**config.mk**
```make
export PLATFORM = sky130hd
export DESIGN_NAME = mem_stage
export DESIGN_NICKNAME = d
export VERILOG_FILES = /design/src/rtl/mem_stage.sv
export SDC_FILE = /design/constraint.sdc
export NUM_CORES = 1
export LEC_CHECK = 0
export BUFFER_PORTS_ARGS = -buffer_cell sky130_fd_sc_hd__buf_2
export CAP_MARGIN = 20
export CORE_UTILIZATION = 31
export DETAILED_ROUTE_END_ITERATION = 10
export GPL_TIMING_DRIVEN = 0
export PLACE_DENSITY = 0.69
export SLEW_MARGIN = 5
export SYNTH_ARGS = -nofsm -noshare
export SYNTH_HDL_FRONTEND = slang
export SYNTH_SLANG_ARGS = --single-unit
```
**constraint.sdc**
```tcl
create_clock -name clk -period 2.3 [get_ports clk]
set_input_delay 0.345 -clock clk [delete_from_list [all_inputs] [get_ports clk]]
set_output_delay 0.345 -clock clk [all_outputs]
set_load 0.01 [all_outputs]
```
**src/rtl/mem_stage.sv**
```systemverilog
// Pipeline MEM stage: EX/MEM register, single-outstanding data-memory access FSM
// with alignment/timeout faults, lane steering for stores and load extension, MEM/WB register.
module mem_stage #(
  parameter int unsigned DMEM_TIMEOUT = 16
) (
  input  logic        clk,
  input  logic        rstn,
  input  logic [31:0] ALU_result_ex_out,
  input  logic [31:0] rs2,
  input  logic [31:0] instr_ex_in,
  input  logic        valid_ex,
  input  logic        memread_ex,
  input  logic        memwrite_ex,
  input  logic        regwrite_ex,
  input  logic        flush,
  output logic [31:0] ALU_result_ex_mem_out,
  output logic [4:0]  rd_ex_mem_out,
  output logic        regwrite_ex_mem_out,
  output logic        mem_stall,
  output logic        dmem_req,
  output logic        dmem_we,
  output logic [31:0] dmem_addr,
  output logic [31:0] dmem_wdata,
  output logic [3:0]  dmem_be,
  input  logic        dmem_ready,
  input  logic [31:0] dmem_rdata,
  output logic        wb_valid,
  output logic        wb_regwrite,
  output logic [4:0]  wb_rd,
  output logic [31:0] wb_data,
  output logic        mem_fault
);

  typedef enum logic {IDLE = 1'b0, BUSY = 1'b1} state_t;

  localparam logic [7:0] TMO_LAST = 8'(DMEM_TIMEOUT - 1);

  // Legal funct3/alignment combinations; anything else becomes a fault.
  function automatic logic access_ok(input logic [2:0] f3, input logic is_store,
                                     input logic [1:0] a);
    case (f3)
      3'b000:  access_ok = 1'b1;
      3'b001:  access_ok = ~a[0];
      3'b010:  access_ok = (a == 2'b00);
      3'b100:  access_ok = ~is_store;
      3'b101:  access_ok = ~is_store & ~a[0];
      default: access_ok = 1'b0;
    endcase
  endfunction

  function automatic logic [3:0] lane_be(input logic [2:0] f3, input logic [1:0] a);
    case (f3[1:0])
      2'b00:   lane_be = 4'b0001 << a;
      2'b01:   lane_be = a[1] ? 4'b1100 : 4'b0011;
      default: lane_be = 4'b1111;
    endcase
  endfunction

  function automatic logic [31:0] store_lanes(input logic [2:0] f3, input logic [31:0] d);
    case (f3[1:0])
      2'b00:   store_lanes = {4{d[7:0]}};
      2'b01:   store_lanes = {2{d[15:0]}};
      default: store_lanes = d;
    endcase
  endfunction

  function automatic logic [31:0] load_ext(input logic [2:0] f3, input logic [1:0] a,
                                           input logic [31:0] w);
    logic [31:0] sh;
    sh = w >> {a, 3'b000};
    case (f3)
      3'b000:  load_ext = {{24{sh[7]}}, sh[7:0]};
      3'b001:  load_ext = {{16{sh[15]}}, sh[15:0]};
      3'b100:  load_ext = {24'd0, sh[7:0]};
      3'b101:  load_ext = {16'd0, sh[15:0]};
      default: load_ext = w;
    endcase
  endfunction

  logic        in_valid, in_mem, in_fault, in_issue;
  logic        busy, timeout_hit;
  state_t      state_q;
  logic [7:0]  tcnt_q;

  logic        exm_valid_d, exm_memwrite_d, exm_regwrite_d, exm_fault_d;
  logic [4:0]  exm_rd_d;
  logic [2:0]  exm_funct3_d;
  logic [31:0] exm_alu_d, exm_wdata_d;
  logic        exm_valid_q, exm_memwrite_q, exm_regwrite_q, exm_fault_q;
  logic [4:0]  exm_rd_q;
  logic [2:0]  exm_funct3_q;
  logic [31:0] exm_alu_q, exm_wdata_q;

  logic        wb_valid_d, wb_regwrite_d, wb_fault_d;
  logic [4:0]  wb_rd_d;
  logic [31:0] wb_data_d;
  logic        wb_valid_q, wb_regwrite_q, wb_fault_q;
  logic [4:0]  wb_rd_q;
  logic [31:0] wb_data_q;

  logic        unused_instr;
  assign unused_instr = ^{instr_ex_in[31:15], instr_ex_in[6:0]};

  assign in_valid = valid_ex & ~flush;
  assign in_mem   = memread_ex | memwrite_ex;
  assign in_fault = in_valid & in_mem &
                    ~access_ok(instr_ex_in[14:12], memwrite_ex, ALU_result_ex_out[1:0]);
  assign in_issue = in_valid & in_mem & ~in_fault;

  assign busy        = (state_q == BUSY);
  assign timeout_hit = busy & (tcnt_q == TMO_LAST);
  assign mem_stall   = busy & ~dmem_ready & ~timeout_hit;

  // EX -> EX/MEM boundary
  always_comb begin
    exm_valid_d    = in_valid;
    exm_rd_d       = in_valid ? instr_ex_in[11:7] : 5'd0;
    exm_memwrite_d = in_valid & memwrite_ex;
    exm_regwrite_d = in_valid & regwrite_ex;
    exm_fault_d    = in_fault;
    exm_funct3_d   = instr_ex_in[14:12];
    exm_alu_d      = ALU_result_ex_out;
    exm_wdata_d    = rs2;
  end

  always_ff @(posedge clk or negedge rstn) begin
    if (!rstn) begin
      exm_valid_q    <= 1'b0;
      exm_rd_q       <= '0;
      exm_memwrite_q <= 1'b0;
      exm_regwrite_q <= 1'b0;
      exm_fault_q    <= 1'b0;
      exm_funct3_q   <= '0;
      exm_alu_q      <= '0;
      exm_wdata_q    <= '0;
    end else if (!mem_stall) begin
      exm_valid_q    <= exm_valid_d;
      exm_rd_q       <= exm_rd_d;
      exm_memwrite_q <= exm_memwrite_d;
      exm_regwrite_q <= exm_regwrite_d;
      exm_fault_q    <= exm_fault_d;
      exm_funct3_q   <= exm_funct3_d;
      exm_alu_q      <= exm_alu_d;
      exm_wdata_q    <= exm_wdata_d;
    end
  end

  // A completing access may hand over directly to the op captured on the same edge.
  always_ff @(posedge clk or negedge rstn) begin
    if (!rstn) begin
      state_q <= IDLE;
      tcnt_q  <= '0;
    end else if (mem_stall) begin
      tcnt_q  <= tcnt_q + 8'd1;
    end else begin
      state_q <= in_issue ? BUSY : IDLE;
      tcnt_q  <= '0;
    end
  end

  assign dmem_req   = busy;
  assign dmem_we    = busy & exm_memwrite_q;
  assign dmem_addr  = {exm_alu_q[31:2], 2'b00};
  assign dmem_wdata = store_lanes(exm_funct3_q, exm_wdata_q);
  assign dmem_be    = busy ? lane_be(exm_funct3_q, exm_alu_q[1:0]) : 4'b0000;

  // EX/MEM -> MEM/WB boundary
  always_comb begin
    wb_valid_d    = 1'b0;
    wb_regwrite_d = 1'b0;
    wb_fault_d    = 1'b0;
    wb_rd_d       = exm_rd_q;
    wb_data_d     = exm_alu_q;
    if (mem_stall) begin
      wb_valid_d = 1'b0;
    end else if (busy) begin
      wb_valid_d = 1'b1;
      if (!dmem_ready) begin
        wb_fault_d = 1'b1;
      end else if (!exm_memwrite_q) begin
        wb_regwrite_d = exm_regwrite_q;
        wb_data_d     = load_ext(exm_funct3_q, exm_alu_q[1:0], dmem_rdata);
      end
    end else begin
      wb_valid_d    = exm_valid_q;
      wb_fault_d    = exm_fault_q;
      wb_regwrite_d = exm_regwrite_q & ~exm_fault_q & ~exm_memwrite_q;
    end
  end

  always_ff @(posedge clk or negedge rstn) begin
    if (!rstn) begin
      wb_valid_q    <= 1'b0;
      wb_regwrite_q <= 1'b0;
      wb_fault_q    <= 1'b0;
      wb_rd_q       <= '0;
      wb_data_q     <= '0;
    end else begin
      wb_valid_q    <= wb_valid_d;
      wb_regwrite_q <= wb_regwrite_d;
      wb_fault_q    <= wb_fault_d;
      wb_rd_q       <= wb_rd_d;
      wb_data_q     <= wb_data_d;
    end
  end

  assign ALU_result_ex_mem_out = exm_alu_q;
  assign rd_ex_mem_out         = exm_rd_q;
  assign regwrite_ex_mem_out   = exm_regwrite_q;
  assign wb_valid              = wb_valid_q;
  assign wb_regwrite           = wb_regwrite_q;
  assign wb_rd                 = wb_rd_q;
  assign wb_data               = wb_data_q;
  assign mem_fault             = wb_fault_q;

endmodule

```
== Word-level counts from Yosys, hierarchy flattened ==
Index checks and enable logic that the tools add are counted.
Operators by class
  add/sub/neg operators: 1
  multiply operators: 0
  div/mod/pow operators: 0
  order comparisons: 0
  equality and inequality tests: 9
  shift-type cells: 2
  mux-type cells: 22
  bitwise logic cells: 23
  reduce and logical (&&, ||, !) cells: 4
Operators by type and width (count)
  32-bit two-way mux: 4
  32-bit one-hot mux with 4 select lines: 1
  32-bit one-hot mux with 2 select lines: 1
  32-bit by 5-bit >> shifter with 16-bit output: 1
  1-bit bitwise AND: 13
  3-bit == test, second input constant: 4
  1-bit two-way mux: 10
  1-bit NOT: 9
  8-bit by 1-bit adder with 8-bit output, second input constant: 1
  8-bit by 4-bit == test with 1-bit output, second input constant: 1
  4-bit two-way mux: 2
  8-bit two-way mux: 1
  4-bit one-hot mux with 2 select lines: 1
  3-bit by 1-bit == test with 1-bit output, second input constant: 2
  3-bit zero test: 2
  5-bit two-way mux: 1
  1-bit one-hot mux with 5 select lines: 1
  2-bit zero test: 2
  1-bit by 2-bit left shift with 4-bit output, first input constant: 1
  3-bit by 2-bit == test with 1-bit output, second input constant: 1
  2-bit by 1-bit == test with 1-bit output, second input constant: 1
  1-bit bitwise OR: 1
Storage, ports and cells
  register bits after elaboration: 125
  bits in latches: 0
  memory bits (writable): 0
  bits in read-only memories: 0
  word-level logic and storage cells: 76
  memories kept: 0

== Depth between registers and ports, before layout ==
  word-level depth: 8
  gate-level depth with buffers: 10
  mapped depth without buffers: 7

== Least setup slack after synthesis ==
Ideal clock, no wire load.
  path kind: register to register
  start: register tcnt_q[0]
  end: register exm_alu_q[0] (netlist: ALU_result_ex_mem_out[0])
  data arrival time: 1.718 ns
  setup slack: 0.457 ns
  cell stages (with the launch flop): 10
  cells stage by stage: dfrtp_1 -> ha_1 -> and3_1 -> nand2_1 -> nand2b_1 -> buf_6 -> inv_2 -> buf_6 -> buf_6 -> mux2_4
On the way
  cells in the longest elaborated chain, start to end: 4
Ends and longest elaborated chain
  start: declaration: RTL line 83  | logic [7:0] tcnt_q;
  start signal: assignment: RTL line 154  | tcnt_q <= tcnt_q + 8'd1;
  8-bit by 4-bit == test with 1-bit output: RTL line 111  | assign timeout_hit = busy & (tcnt_q == TMO_LAST);
  1-bit bitwise AND: RTL line 111
  1-bit NOT: RTL line 112  | assign mem_stall = busy & ~dmem_ready & ~timeout_hit;
  1-bit bitwise AND: RTL line 112
  end signal: assignment: RTL line 143  | exm_alu_q <= exm_alu_d;
  end: declaration: RTL line 92  | logic [31:0] exm_alu_q, exm_wdata_q;
Every way passes these cells.
A chain may end at the register's enable or synchronous reset.

== Worst setup path in the final report ==
  start: register exm_funct3_q[1]
  end: output port dmem_wdata[19]
On the way
  cells in the longest elaborated chain, start to end: 2
  elaborated cells on any way between the ends: 3
Ends and longest elaborated chain
  start: declaration: RTL line 91  | logic [2:0] exm_funct3_q;
  start signal: assignment: RTL line 142  | exm_funct3_q <= exm_funct3_d;
  2-bit by 1-bit == test with 1-bit output or 2-bit zero test (tied branches): RTL line 60  | case (f3[1:0])
  32-bit one-hot mux with 2 select lines (*): RTL line 60
  end: declaration: RTL line 23  | output logic [31:0] dmem_wdata,
Every way passes the cells marked *; elsewhere a longest branch is shown, timed or not.

==> run_results.csv <==
group,metric,value,unit
logic_synthesis,synth_most_common_cell,"dfrtp_1",
power,ir_drop,0.000482,V
finish,syn_to_final_growth,37.5,%
worst_setup_path,worst-path-buf-inv,2,
route,drt_wl_total,19.4,mm
worst_setup_path,crit_slowest_cell,"dfrtp_2",
timing,period_needed,2220,ps
worst_setup_path,arrival,1880,ps
clocking,clock_latency,410,ps
timing,slew_headroom,0.510,
clocking,clockBufferDepth,2,
logic_synthesis,yosys.area.top_type,"dfrtp_1",
clocking,cts_tree,"done",
finish,diodes,0,
clocking,numCtsBuffers,17,
route,drt_first_pass_iters,4,
timing,rsz0062_at_grt,"no",
place,dp_hpwl,14.4,mm
logic_synthesis,synth_top_area_share,0.506,
timing,final-setup-viol-count,0,
worst_setup_path,slowest_delay,530,ps
route,drt_iter0_drc,189,
logic_synthesis,ys_warn_count,0,
logic_synthesis,synth_ff_type,"dfrtp_1",
floorplanning,die_x,143,microns
worst_setup_path,worstSetupStartpointType,"register",
clocking,path_clk_slew,60,ps
clocking,htreeDepth,4,
logic_synthesis,yosys-top-cells-area,"dfrtp_1, mux2_2, mux2_4",
finish,final_cell_count_no_fill,1093,
place,placedCellCount,1062,
timing,clock_skew,10.8,ps
place,gp_congestion,0.850,
route,ant_nets,0,
logic_synthesis,synthTopCellsByCount,"dfrtp_1, mux2_2, nand2_1",
floorplanning,ios,285,
global_routing,grt_pass1_vias,4849,
global_routing,grt-ovfl-total,0,
finish,drive_above_1_share,0.542,
min_path,worstHoldPathType,"input pin to register",
worst_setup_path,crit_family,"buffers and inverters",
route,wl_per_cell,17.8,microns
route,drc,0,
global_routing,grt_pass1_wl,28.5,mm
logic_synthesis,yosys.cell_types.count,45,
flow_run,maxCapViolations,0,
logic_synthesis,synthArstFlopShare,1.00,
global_routing,grt_max_degree,74,
route,drt-vias-per-instance,4.62,
timing,whs,143,ps
timing,fmax,450,MHz
floorplanning,rows,51,
power,p_per_area,744,nW/um^2
worst_setup_path,crit_path_end_kind,"output port",
logic_synthesis,syn-mean-instance-area,11.5,sq um
timing,worst_slew_pin_slew,735,ps
worst_setup_path,worstPathMaxFanout,12,
timing,tns,0,ps
global_routing,antenna_found_initial,1,
logic_synthesis,syn_inst,537,
route,vias,5048,
clocking,cts_root_buffer,"clkbuf_16",
finish,nets,952,
timing,fin_crit_sh,0.966,
timing,slew_viol_final,0,
floorplanning,coreArea,19500,sq um
logic_synthesis,synth.cell_area,6180,sq um
place,portBuffers,258,
outcome,outcome,"finished clean",
floorplanning,dieArea,20500,sq um
logic_synthesis,ys_seq_area_frac,0.506,
global_routing,gr-usage-all-layers,0.190,
power,p_leak,4.19,nW
timing,hold_violations,0,
floorplanning,die_y,143,microns
clocking,cts.sinks,125,
floorplanning,initial_utilization,0.316,
worst_setup_path,cp_cell_sequence,"clkbuf_2 -> mux2_2 -> buf_2",
worst_setup_path,path_class,"register to output port",
logic_synthesis,ys_seq_elements,125,
logic_synthesis,synth_edf_count,0,
worst_setup_path,cp_data_required_time,1960,ps
-- worst register-to-register path: cells and delay by family, from the launching register on --
kind / cells / cell delay [ps]
adders and majority gates: 1 / 230
and+or+nand+nor: 3 / 360
buffers and inverters: 5 / 700
muxes: 1 / 320
DFF: 1 / 390
-- path summary, 6_finish.rpt --
kind	start	endpoint	slack, ps	cells after the start
hold / removal	ALU_result_ex_out[13]	ALU_result_ex_mem_out[13]	140	2
min in group asynchronous	rstn	wb_data[7]	530	2
hold reg to reg	rd_ex_mem_out[1]	wb_rd[1]	400	0
setup reg to reg	tcnt_q[0]	exm_wdata_q[23]	200	10
max in group asynchronous	rstn	ALU_result_ex_mem_out[17]	1060	3
setup / recovery	exm_funct3_q[1]	dmem_wdata[19]	80	3
-- through the flow --
step                      utilization  total power, mW  setup slack [ps]  area (sq um)
after floorplan                     -             3.06               457          6180
after global placement          0.400             3.56              -889          7810
after detailed placement        0.402             3.58              -242          7840
after CTS                       0.435             6.39              13.1          8480
after global routing            0.435             6.60              1.52          8490
final                           0.435             6.32              77.9          8490
-- power breakdown --
| part | leakage [nW] | switching (mW) | total [mW] | internal [mW] |
|---|---|---|---|---|
| sequential | 1.51 | 0.120 | 2.47 | 2.36 |
| clock | 0.288 | 1.06 | 2.79 | 1.73 |
| combinational | 2.39 | 0.536 | 1.06 | 0.522 |
| total | 4.19 | 1.71 | 6.32 | 4.61 |
-- repair_timing --
| item | CTS | global route |
|---|---|---|
| hold buffers | 1 | 0 |
| endpoints found under the hold margin | 6 | 0 |
| buffers inserted | 2 | 0 |
| gates resized for setup | 11 | 6 |
| setup endpoints to repair | 35 | 3 |
-- state kept, by name (all words and copies together), names as in the netlist --
name	cells
rd_ex_mem_out	5
wb_rd	5
ALU_result_ex_mem_out	32
exm_wdata_q	32
wb_regwrite	1
dmem_req	1
wb_valid	1
exm_fault_q	1
mem_fault	1
wb_data	32
tcnt_q	8
regwrite_ex_mem_out	1
exm_valid_q	1
exm_memwrite_q	1
exm_funct3_q	3
-- logic make-up after synthesis --
family	share of synthesized area
compound gates	0.0826
xor+xnor	0.00851
fa+ha+maj	0.00202
buf+inv	0.0832
flops	0.506
mux	0.218
other cells	0.000607
simple gates	0.0984
-- placed cells by master (no fill, tap or decap), types with 4 or more instances in the layout --
cell | netlist | routed
buf_2 | 9 | 267
dfrtp_1 | 125 | 123
mux2_2 | 58 | 58
nand2_1 | 48 | 48
buf_4 | 40 | 43
o21ai_0 | 38 | 38
nand3_1 | 35 | 35
mux2_4 | 30 | 30
mux2i_1 | 19 | 19
clkbuf_16 | 0 | 17
nor2_1 | 14 | 13
clkbuf_1 | 18 | 12
a21oi_1 | 11 | 11
nand3b_1 | 10 | 10
o211ai_1 | 9 | 9
a22oi_1 | 7 | 7
o21a_1 | 7 | 7
buf_6 | 6 | 6
nor2b_1 | 5 | 5
inv_1 | 4 | 4
clkinvlp_4 | 0 | 4
clkinv_4 | 0 | 4
-- final cells by class --
type                    instances  area [sq um]
fillers                      1914         11000
flip-flops and latches        125          3130
multi-input cells             331          2550
repair buffers                262          1350
plain buffers                  72           494
clock buffers                  18           439
well taps                     265           332
clock inverters                14           170
inverters                       6          25.0
-- layer usage --
layer / track usage / wire length [microns]
met4: 0.0521 / 225
met2: 0.317 / 9530
met3: 0.0510 / 1530
met5: 0 / 13
met1: 0.241 / 8130
No activity file was read; power rests on OpenSTA's default activity.
